[src/rtl/alarm_table_scanner.sv]
// Alarm table scanner: on each minute tick, reads NUM_ENTRIES words from the alarm RAM
// and pulses alarm_hit with the entry index for every enabled entry that matches the time.
module alarm_table_scanner #(
  parameter int                ADDR_W      = 10,
  parameter logic [ADDR_W-1:0] BASE_ADDR   = 10'h3F0,
  parameter int                NUM_ENTRIES = 16,
  parameter int                IDX_W       = 6
) (
  input  logic              clk,
  input  logic              reset,
  input  logic              tick,
  input  logic [2:0]        cur_day,
  input  logic [4:0]        cur_hour,
  input  logic [5:0]        cur_min,
  output logic [ADDR_W-1:0] address,
  output logic              chipselect,
  output logic              write,
  output logic [3:0]        byteenable,
  input  logic [31:0]       readdata,
  output logic              alarm_hit,
  output logic [IDX_W-1:0]  hit_index,
  output logic              busy,
  output logic              tick_overrun,
  output logic [1:0]        state_dbg
);

  typedef enum logic [1:0] {
    S_IDLE  = 2'd0,
    S_ISSUE = 2'd1,
    S_CMP   = 2'd2
  } state_t;

  localparam logic [IDX_W-1:0] LAST_IDX = IDX_W'(NUM_ENTRIES - 1);

  state_t           state;
  logic [IDX_W-1:0] idx;
  logic [IDX_W-1:0] idx_nxt;
  logic [2:0]       day_l;
  logic [4:0]       hour_l;
  logic [5:0]       min_l;
  logic             pending;
  logic [7:0]       day_mask;
  logic             time_ok;
  logic             entry_hit;

  // Bus handshake: a read is requested only while chipselect is high (one cycle, in ISSUE);
  // the RAM has no wait states, so readdata belongs to that request in the following cycle.
  assign write      = 1'b0;
  assign byteenable = 4'hF;
  assign state_dbg  = state;

  assign idx_nxt = idx + 1'b1;

  // Day 7 lands on the padded zero bit, so it can never match.
  assign day_mask  = {1'b0, readdata[30:24]};
  assign time_ok   = (hour_l <= 5'd23) && (min_l <= 6'd59);
  assign entry_hit = readdata[31] && day_mask[day_l] && time_ok &&
                     (readdata[20:16] == hour_l) && (readdata[13:8] == min_l);

  always_ff @(posedge clk or posedge reset) begin
    if (reset) begin
      state        <= S_IDLE;
      idx          <= '0;
      day_l        <= '0;
      hour_l       <= '0;
      min_l        <= '0;
      pending      <= 1'b0;
      address      <= '0;
      chipselect   <= 1'b0;
      alarm_hit    <= 1'b0;
      hit_index    <= '0;
      busy         <= 1'b0;
      tick_overrun <= 1'b0;
    end else begin
      alarm_hit <= 1'b0;
      case (state)
        S_IDLE: begin
          if (tick || pending) begin
            day_l      <= cur_day;
            hour_l     <= cur_hour;
            min_l      <= cur_min;
            idx        <= '0;
            pending    <= 1'b0;
            address    <= BASE_ADDR;
            chipselect <= 1'b1;
            busy       <= 1'b1;
            state      <= S_ISSUE;
          end
        end
        S_ISSUE: begin
          chipselect <= 1'b0;
          state      <= S_CMP;
        end
        S_CMP: begin
          if (entry_hit) begin
            alarm_hit <= 1'b1;
            hit_index <= idx;
          end
          if (idx == LAST_IDX) begin
            busy  <= 1'b0;
            state <= S_IDLE;
          end else begin
            idx        <= idx_nxt;
            address    <= BASE_ADDR + ADDR_W'(idx_nxt);
            chipselect <= 1'b1;
            state      <= S_ISSUE;
          end
        end
        default: begin
          chipselect <= 1'b0;
          busy       <= 1'b0;
          state      <= S_IDLE;
        end
      endcase

      // Only one tick may wait behind a running scan; further ones are dropped and flagged.
      if (tick && (state != S_IDLE)) begin
        if (!pending) pending <= 1'b1;
        else          tick_overrun <= 1'b1;
      end
    end
  end

endmodule

[config.mk]
export PLATFORM = sky130hd
export DESIGN_NAME = alarm_table_scanner
export DESIGN_NICKNAME = d
export VERILOG_FILES = /design/src/rtl/alarm_table_scanner.sv
export SDC_FILE = /design/constraint.sdc
export NUM_CORES = 1
export LEC_CHECK = 0
export ABC_AREA = 1
export ABC_CLOCK_PERIOD_IN_PS = 1800
export BUFFER_PORTS_ARGS = -buffer_cell sky130_fd_sc_hd__buf_2
export CAP_MARGIN = 20
export CORE_UTILIZATION = 48
export DETAILED_ROUTE_END_ITERATION = 16
export HOLD_SLACK_MARGIN = 0.08
export PLACE_DENSITY = 0.79
export SLEW_MARGIN = 5
export SYNTH_ARGS = -nofsm -noshare
export SYNTH_HDL_FRONTEND = slang
export SYNTH_SLANG_ARGS = --single-unit
[constraint.sdc]
create_clock -name clk -period 1.8 [get_ports clk]
set_input_delay 0.27 -clock clk [delete_from_list [all_inputs] [get_ports clk]]
set_output_delay 0.27 -clock clk [all_outputs]
set_load 0.05 [all_outputs]
* Yosys cells after proc, flatten, opt, wreduce, memory -nomap -nowiden
Cells that the tools add are included.
** Word-level totals
- Register bits :: 43
- Latch bits :: 0
- RAM bits :: 0
- Bits in read-only memories :: 0
- Bits of input ports :: 49
- Word-level logic and storage cells :: 64
- Memories :: 0
** Operators by class
- Add/subtract/negate cells :: 2
- $mul :: 0
- Divide/modulo/power cells :: 0
- $lt $le $gt $ge :: 3
- Eq/ne operators :: 8
- Shift operators :: 0
- Mux-type cells :: 22
- Bitwise gates (word level) :: 1
- Reduce and logical (&&, ||, !) cells :: 16
** Operators with widths (number)
- $mux 10 :: 2
- $pmux 10 s2 :: 1
- $mux 6 :: 2
- $pmux 6 s2 :: 1
- $mux 1 :: 11
- $add 5x7->8 const A :: 1
- $reduce_and 2->1 :: 4
- $add 6x1->6 const B :: 1
- $eq 6x4->1 const B :: 1
- $eq 6x6->1 :: 1
- $le 6x6->1 const B :: 1
- $logic_and 1x1->1 :: 6
- $ne 2x2->1 const B :: 3
- $pmux 2 s3 :: 1
- $reduce_and 3->1 :: 2
- $eq 5x5->1 :: 1
- $le 5x5->1 const B :: 1
- $lt 3x4->1 const B :: 1
- $reduce_bool 2->1 :: 2
- $bmux 1 s3 :: 1
- $pmux 1 s3 :: 1
- $eq 2x1->1 const B :: 1
- $eq 2x2->1 const B :: 1
- $logic_not 2->1 :: 1
- 4 further kinds :: 4

* Longest topological paths before layout
Gate-level depths: netlist (run 1).
- Depth after elaboration :: 8
- Mapped depth :: 9
- Depth with buffers taken out :: 9

* Worst setup path before layout (run 1)
OpenSTA, ideal clock, no wires.
- Path kind :: register -> register
- Start point :: register state[1], in the netlist state_dbg[1]
- End point :: register hit_index[0]
- Library setup time :: 119 ps
- Arrival time :: 1505 ps
- Slack :: 176 ps
- Stages on the path, launching flop included :: 10
- Buffers on the path :: 0
- Cell sequence :: dfrtp_1 > inv_2 > nor2_4 > nand2_2 > nor2_1 > nand2_1 > nor2_4 > nand3_4 > nand2_1 > nand2_1
** On the way
- Word-level cells in the longest chain between the ends :: 2
** Ends and longest elaborated chain
- start, declared :: line 35 : state_t state;
- start signal, assigned :: line 62 : state <= S_IDLE;
- start signal, assigned :: line 87 : state <= S_ISSUE;
- start signal, assigned :: line 92 : state <= S_CMP;
- $eq 2x2->1 :: line 76 : case (state)
- $reduce_and 2->1 (no source line)
- end signal, assigned :: line 97 : hit_index <= idx;
- end, declared :: line 21 : output logic [IDX_W-1:0] hit_index,
Every way passes these cells.
A chain may end at the register's enable or synchronous reset.

==> results of run 1 <==
-- registers in the layout, indices dropped and copies added, names as in the netlist --
signal / count
alarm_hit: 1
chipselect: 1
tick_overrun: 1
hour_l: 5
idx: 2
pending: 1
address: 7
min_l: 6
hit_index: 6
busy: 1
day_l: 3
state_dbg: 2
-- through the flow --
step	setup WS, ns	utilization [%]
6_report	0.197	61.9
5_1_grt	0.0796	61.9
4_1_cts	0.184	61.9
3_5_place_dp	0.223	58.6
3_3_place_gp	0.266	58.6
2_1_floorplan	0.176	-
-- routing by layer --
layer	GRT usage, %	up-vias	routed length (um)
met1	23.7	714	1680
li1	-	852	-
met5	0	-	0
met3	4.93	7	188
met2	32.0	38	1710
met4	7.50	0	59
-- cells by family (layout without fill, tap and decap cells) --
| group | after synthesis | count (layout) | synth area share (%) |
|---|---|---|---|
| adders and majority gates | 2 | 2 | 1.31 |
| xor gates and xnor gates | 2 | 2 | 0.921 |
| AOI/OAI and AO/OA | 29 | 29 | 9.27 |
| and+or+nand+nor | 121 | 121 | 27.9 |
| buffers and inverters | 52 | 107 | 12.8 |
| DFF | 36 | 36 | 47.3 |
| other | 2 | 5 | 0.395 |
-- tightest hold or removal path: stages --
cell and delay [ns]:
buf_2 0.09, inv_1 0.04, buf_4 0.38
-- synthesized netlist by cell type, drive strengths merged --
| library cell | n |
|---|---|
| nor3b | 1 |
| inv | 37 |
| o21bai | 1 |
| nand4 | 6 |
| nor2 | 18 |
| buf | 14 |
| o21a | 1 |
| nand2 | 83 |
| or2 | 2 |
| nor3 | 2 |
| clkbuf | 1 |
| xor2 | 2 |
| o22a | 1 |
| ha | 2 |
| o31ai | 1 |
| o22ai | 1 |
| nand3 | 9 |
| o21ai | 20 |
| a21oi | 4 |
| conb | 2 |
| dfrtp | 36 |
-- worst max-delay path by stage --
stage                 start           end  slack, ns  cells after the start
2_1_floorplan  state_dbg[1]  hit_index[0]       0.18                      9
3_5_place_dp     address[0]    address[5]       0.22                      5
5_1_grt          address[0]    address[5]       0.08                      5
4_1_cts          address[0]    address[5]       0.18                      5
3_3_place_gp     address[0]    address[5]       0.27                      5
6_report         address[0]    address[5]       0.20                      5
-- where the power goes --
part / leakage (nW) / internal, mW / switching (mW)
Clock: 0.0645 / 0.489 / 0.285
Combinational: 0.869 / 0.0386 / 0.0670
Sequential: 0.396 / 0.809 / 0.0000000000718
Total: 1.33 / 1.34 / 0.352
-- layout make-up --
cell class                      count  share of cell area, %
Inverter                           37                   5.99
Timing Repair Buffer               62                   13.9
Tap cell                           48                   2.59
Clock buffer                        7                   4.16
Sequential cell                    36                   38.9
Clock inverter                      1                   1.30
Multi-Input combinational cell    159                   33.2
-- placed cells by master, fill, tap and decap left out --
cell type	n
a21oi_1	4
buf_2	57
buf_4	5
bufinv_16	1
clkbuf_8	7
conb_1	5
dfrtp_1	36
ha_1	2
inv_1	36
inv_2	1
nand2_1	81
nand2_2	2
nand3_1	7
nand3_2	1
nand3_4	1
nand4_1	6
nor2_1	15
nor2_2	1
nor2_4	2
nor3_1	2
nor3b_1	1
o21a_1	1
o21ai_0	16
o21ai_1	1
o21ai_2	2
o21ai_4	1
o21bai_1	1
o22a_1	1
o22ai_1	1
o31ai_1	1
or2_2	2
xor2_1	2
==> flow_summary.yaml, run 1 <==
synth:
  ys_seq_area_share_pct: 47.3
  yosysTopAreaCellShare_pct: 47.3
  synth.largest_area_cell: "dfrtp_1"
  ys_seq_elements: 36
  yosysWarningCount: 0
  synth_area_mm2: 0.00190
  syn_avg_cell_area_um2: 7.80
  netlist-cell-type-count: 31
  synthCells: 244
  synthTopCellsByArea: "dfrtp_1, nand2_1, inv_1"
pwr:
  power_leakage_nw: 1.33
  peakVddDrop_uv: 492
  finalPower_mw: 1.69
  p_per_area_mw_per_mm2: 728
finish:
  diodes: 0
  layoutNonFillerInstCount: 350
  multiInputGateArea_um2: 769
  final_area_mm2: 0.00232
  fillers: 353
  final_nets: 352
  syn2layout_area_growth_pct: 21.8
  seqCellArea_um2: 901
  drive_above_1_share_pct: 27.5
grt:
  grt_use_total_pct: 19.2
  grt_max_degree: 37
  first_global_vias: 1456
  grt_overflow: 0
  grt_antenna_before_repair: 0
  grt_pass1_wl_um: 6070
sta:
  fmax_mhz: 624
  skew_ns: 0.00865
  timing.final.crit_period_ns: 1.60
  finalSetupTns_ns: 0
  rsz0062_at_grt: "false"
  hold-worst-slack_ns: 0.0647
  slew_viol_final: 0
  period_share_pct: 89.1
  setup_viol: 0
  hold_viol_final: 0
clock_tree:
  cts_setup_buffers: 0
  root_buffer: "clkbuf_8"
  clkTransAtPathRegs_ns: 0.07
  cts_max_level: 2
  clock_latency_ns: 0.29
  clkSinkCount: 36
  numCtsBuffers: 5
  clockBufferDepth: 2
  cts_hold_buf: 0
  cts_tree: "done"
  cts_resized: 0
flow_run:
  drv_cap: 0
run_status:
  outcome: "complete, no violations"
worst_hold_path:
  hp-class: "input port to asynchronous set/reset pin"
drt:
  routedWlPerCell_um: 10.4
  totalWireLength_um: 3640
  drc: 0
  drtIter0Drc: 71
  routed_via_density: 4.60
  dr_total_vias: 1611
  antenna_left: 0
  dr.pass1.iters: 4
floorplan:
  io_pins: 76
  coreArea_mm2: 0.00374
  num_rows: 22
  fp.dieW_um: 65.0
  dieArea_mm2: 0.00422
  die_h_um: 65.0
  start_util_pct: 50.8
setup_path:
  critPathTopFamily: "adder cells"
  slowest_delay_ns: 0.43
  crit_path_end_kind: "register"
  r2r-start: "address[0]"
  rr_endpoint: "address[5]"
  path_max_fanout: 6
  crit_arrival_ns: 1.81
  path_cells: "ha_1, nand3_2, xor2_1, ha_1, o21ai_0"
  reg2regPathDepth: 5
  worstSetupStartpointType: "register"
  path_buf_inv: 0
  reg2reg_slack_ns: 0.20
  cp_common_cell: "ha_1"
  cp_slowest_cell: "dfrtp_1"
  path_class: "register to register"
  crit_required_ns: 2.01
place:
  place_area_mm2: 0.00219
  io_buffers: 57
  gp_congestion: 0.819
  dp.cells: 342
  post-dp-hpwl_um: 2770
Power figures use the tool's default switching activity.
==> run 2, diff against run 1 <==
CELL_PAD_IN_SITES_DETAIL_PLACEMENT = 1   (was unset)
CELL_PAD_IN_SITES_GLOBAL_PLACEMENT = 1   (was unset)
CORE_UTILIZATION = 34   (was 48)
PLACE_DENSITY = unset   (was 0.79)
PLACE_DENSITY_LB_ADDON = 0.1   (was unset)
==> run 2 against run 1 <==
  * Total power decreased by 11%
  * Routed wire length grew 18%
  * Design area down 0.38%
  * Largest cell class unchanged
  * Setup slack improved by 0.011 ns
  * Non-clock buffer count unchanged
  * Utilization down 18 points
  * Critical path depth is the same
==> flow_summary.yaml, run 2 (same netlist as run 1, synthesis figures left out) <==
clock_tree:
  root_buffer: "clkbuf_8"
  cts_hold_buf: 0
  cts_max_level: 2
  numCtsBuffers: 5
  clock_latency_ns: 0.29
  clockBufferDepth: 2
  clkSinkCount: 36
  cts_tree: "done"
  clkTransAtPathRegs_ns: 0.07
  cts_setup_buffers: 0
  cts_resized: 0
sta:
  skew_ns: 0.00672
  fmax_mhz: 628
  period_share_pct: 88.5
  setup_viol: 0
  hold-worst-slack_ns: 0.0779
  rsz0062_at_grt: "false"
  finalSetupTns_ns: 0
  slew_viol_final: 0
  hold_viol_final: 0
  timing.final.crit_period_ns: 1.59
place:
  gp_congestion: 0.791
  post-dp-hpwl_um: 3260
  io_buffers: 57
setup_path:
  crit_path_end_kind: "register"
  path_class: "register to register"
  reg2reg_slack_ns: 0.21
  reg2regPathDepth: 5
  path_max_fanout: 5
  crit_end: "address[5]"
  r2r-start: "address[1]"
  crit_required_ns: 2.01
  rr_endpoint: "address[5]"
  crit_arrival_ns: 1.80
  cp-startpoint: "address[1]"
  worstSetupStartpointType: "register"
floorplan:
  dieArea_mm2: 0.00590
  start_util_pct: 36.3
  fp.dieW_um: 76.8
  io_pins: 76
  num_rows: 26
  die_h_um: 76.8
  coreArea_mm2: 0.00524
finish:
  largest_registers: "address x7, hit_index x6, min_l x6"
  drive_above_1_share_pct: 26.8
  largest_register_ffs: 7
  diodes: 0
  final_nets: 352
  layout_common_cells: "nand2_1, buf_2, inv_1, dfrtp_1, o21ai_0"
  fillers: 703
  syn2layout_area_growth_pct: 21.4
  final_common_cell: "nand2_1"
  top_register: "address"
grt:
  grt_antenna_before_repair: 0
  grt_overflow: 0
  first_global_vias: 1701
  grt_max_degree: 37
  grt_pass1_wl_um: 7560
  grt_use_total_pct: 16.3
drt:
  drtIter0Drc: 52
  routed_via_density: 4.41
  antenna_left: 0
  drc: 0
  routedWlPerCell_um: 11.5
  totalWireLength_um: 4290
  dr_total_vias: 1642
  dr.pass1.iters: 4
pwr:
  p_per_area_mw_per_mm2: 653
  power_leakage_nw: 1.31
  peakVddDrop_uv: 483
flow_run:
  drv_cap: 0
run_status:
  outcome: "complete, no violations"
worst_hold_path:
  hp-class: "input port to asynchronous set/reset pin"
run 2: cell count changes in the layout (fill, tap and decap cells not counted), sizes merged:
cell / before / now
bufinv: 1 / 0
clkbuf: 7 / 8
run 2: metal layers:
layer,GRT usage [%],part of all wire (%),vias to the layer above,wire length [um]
met3,4.88,4.5,5,191
met5,0,0,-,0
met2,27.7,46,38,1960
li1,-,-,854,-
met1,19.9,49,745,2090
met4,4.62,0.98,0,42
run 2: worst min-delay path by stage:
| stage | from | end | slack (ns) | depth (start not counted) |
|---|---|---|---|---|
| after floorplan | cur_min[3] | min_l[3] | 0.38 | 2 |
| after CTS | reset | hit_index[3] | 0.1 | 3 |
| after global placement | reset | alarm_hit | 0.41 | 3 |
| after global routing | reset | hit_index[3] | 0.13 | 3 |
| after detailed placement | reset | hit_index[2] | 0.41 | 3 |
| final | reset | hit_index[1] | 0.08 | 3 |
run 2: area by class of cell:
| type | instances | area [um^2] | area share [%] |
|---|---|---|---|
| Tap cell | 70 | 87.6 | 3.79 |
| Timing Repair Buffer | 62 | 323 | 14.0 |
| Inverter | 37 | 139 | 6.01 |
| Multi-Input combinational cell | 159 | 769 | 33.3 |
| Sequential cell | 36 | 901 | 39.0 |
| Clock buffer | 8 | 90.1 | 3.90 |
run 2: worst max-delay path, stage by stage (launching register included):
cell and delay (ns):
dfrtp_1 0.43, ha_1 0.24, nand3_2 0.15, xor2_1 0.26
ha_1 0.28, o21ai_0 0.15
run 2: stage by stage:
stage | instances | area [um^2] | utilization (%) | power, mW | worst slack (ns)
floorplan | 247 | 1910 | - | 0.889 | 0.176
global placement | 364 | 2220 | 42.4 | 0.932 | 0.286
detailed placement | 364 | 2220 | 42.4 | 0.933 | 0.241
CTS | 372 | 2310 | 44.1 | 1.53 | 0.211
global route | 372 | 2310 | 44.1 | 1.59 | 0.0756
finish | 372 | 2310 | 44.1 | 1.51 | 0.208
run 2: where the power goes:
part / internal (mW) / switching [mW] / total [mW] / leakage [nW]
sequential: 0.809 / 0.0000000000683 / 0.809 / 0.396
combinational: 0.0386 / 0.0675 / 0.106 / 0.868
clock: 0.312 / 0.280 / 0.593 / 0.0455
==> run 3, diff against run 2 <==
BUFFER_PORTS_ARGS = -buffer_cell sky130_fd_sc_hd__buf_4   (was -buffer_cell sky130_fd_sc_hd__buf_2)
CTS_CLUSTER_SIZE = 10   (was unset)
RECOVER_POWER = 25   (was unset)
==> run 3 against run 2 <==
  * Global-route usage rose by 0.36 points
  * Design area up 6.8%
  * Worst hold slack improved by 0.12 ns
  * Clock skew rose by 0.0014 ns
  * Utilization up 3.0 points
  * Critical path type unchanged
  * Largest cell class unchanged
==> flow_summary.yaml, run 3 (same netlist as run 1, synthesis figures left out) <==
sta:
  finalSetupTns_ns: 0
  worst_pin_slew_ns: 0.930
  slew_headroom_pct: 38.0
  timing.final.crit_period_ns: 1.60
  setup_viol: 0
  hold_viol_final: 0
  slew_viol_final: 0
  rsz0062_at_grt: "false"
  fmax_mhz: 626
  fin_ws_ns: 0.203
  period_share_pct: 88.7
  skew_ns: 0.00814
finish:
  final_common_cell: "nand2_1"
  top_register: "address"
  final_nets: 352
  drive_above_1_share_pct: 27.2
  largest_register_ffs: 7
  fillers: 652
  largest_registers: "address x7, hit_index x6, min_l x6"
  layout_common_cells: "nand2_1, buf_4, inv_1, dfrtp_1, o21ai_0"
  final_area_mm2: 0.00247
  diodes: 0
  syn2layout_area_growth_pct: 29.7
place:
  post-dp-hpwl_um: 3340
  io_buffers: 57
  gp_congestion: 0.764
  place_ws_ns: 0.224
  place_area_mm2: 0.00236
setup_path:
  reg2regPathDepth: 5
  r2r-start: "address[2]"
  worstSetupStartpointType: "register"
  path_max_fanout: 6
  path_class: "register to register"
  path_cells: "nand3_1, nor3_1, xor2_1, ha_1, o21ai_0"
  slowest_delay_ns: 0.48
  reg2reg_slack_ns: 0.20
  cp_slowest_cell: "dfrtp_1"
  crit_path_end_kind: "register"
  crit_required_ns: 2.01
  path_depth: 5
  crit_arrival_ns: 1.81
  rr_endpoint: "address[5]"
  critPathTopFamily: "flip-flops"
  cp-startpoint: "address[2]"
  path_buf_inv: 0
  crit_end: "address[5]"
floorplan:
  num_rows: 26
  io_pins: 76
  dieArea_mm2: 0.00590
  fp.dieW_um: 76.8
  coreArea_mm2: 0.00524
  die_h_um: 76.8
  start_util_pct: 36.3
worst_hold_path:
  hp-class: "input port to register"
grt:
  grt_max_degree: 37
  grt_antenna_before_repair: 0
  first_global_vias: 1817
  grt_overflow: 0
  grt_pass1_wl_um: 7800
  grt_use_total_pct: 16.7
drt:
  totalWireLength_um: 4350
  routed_via_density: 4.43
  drc: 0
  drtIter0Drc: 52
  dr.pass1.iters: 3
  antenna_left: 0
  routedWlPerCell_um: 11.7
  dr_total_vias: 1647
clock_tree:
  clock_latency_ns: 0.28
  cts_setup_buffers: 0
  cts_tree: "done"
  numCtsBuffers: 5
  cts_max_level: 2
  cts_resized: 0
  clkSinkCount: 36
  cts_hold_buf: 0
  root_buffer: "clkbuf_8"
  clockBufferDepth: 2
  clkTransAtPathRegs_ns: 0.08
flow_run:
  drv_cap: 0
pwr:
  power_leakage_nw: 1.37
  finalPower_mw: 1.63
  p_per_area_mw_per_mm2: 662
  peakVddDrop_uv: 345
run_status:
  outcome: "complete, no violations"
[run 3: worst min path at each step]
stage,startpoint,endpoint,slack (ns),depth (start not counted)
global route,cur_min[4],min_l[4],0.20,3
floorplan,cur_min[3],min_l[3],0.38,2
global placement,reset,alarm_hit,0.42,3
finish,cur_min[0],min_l[0],0.20,3
detailed placement,reset,alarm_hit,0.42,3
CTS,reset,idx[4],0.12,3
[run 3: metrics by stage]
stage / util [%] / hold slack (ns) / instances
6_report: 47.1 / 0.197 / 372
5_1_grt: 47.1 / 0.201 / 372
4_1_cts: 47.2 / 0.120 / 372
3_5_place_dp: 45.1 / 0.423 / 364
3_3_place_gp: 45.1 / 0.419 / 364
2_1_floorplan: - / 0.380 / 247
[run 3: per-layer routing]
metal	wire, um	vias up	GRT usage, %
li1	-	846	-
met1	2050	758	19.6
met2	2070	38	29.5
met3	191	5	4.40
met4	48	0	5.19
met5	0	-	0
[run 3: where the power goes]
group | switching [mW] | total, mW | internal, mW
registers | 0.0000000000760 | 0.808 | 0.808
clock network | 0.286 | 0.697 | 0.411
logic | 0.0682 | 0.127 | 0.0587
[run 3: final cells by class]
| cell class | instances | area [um^2] | share of cell area (%) |
|---|---|---|---|
| Tap cell | 70 | 87.6 | 3.55 |
| Inverter | 37 | 139 | 5.63 |
| Sequential cell | 36 | 901 | 36.5 |
| Clock buffer | 6 | 72.6 | 2.94 |
| Multi-Input combinational cell | 159 | 769 | 31.2 |
| Clock inverter | 2 | 35.0 | 1.42 |
| Timing Repair Buffer | 62 | 463 | 18.8 |
[run 3: worst register-to-register path, stage by stage (launching register included)]
cell and delay, ns:
dfrtp_1 0.48, nand3_1 0.18, nor3_1 0.22, xor2_1 0.23
ha_1 0.26, o21ai_0 0.15
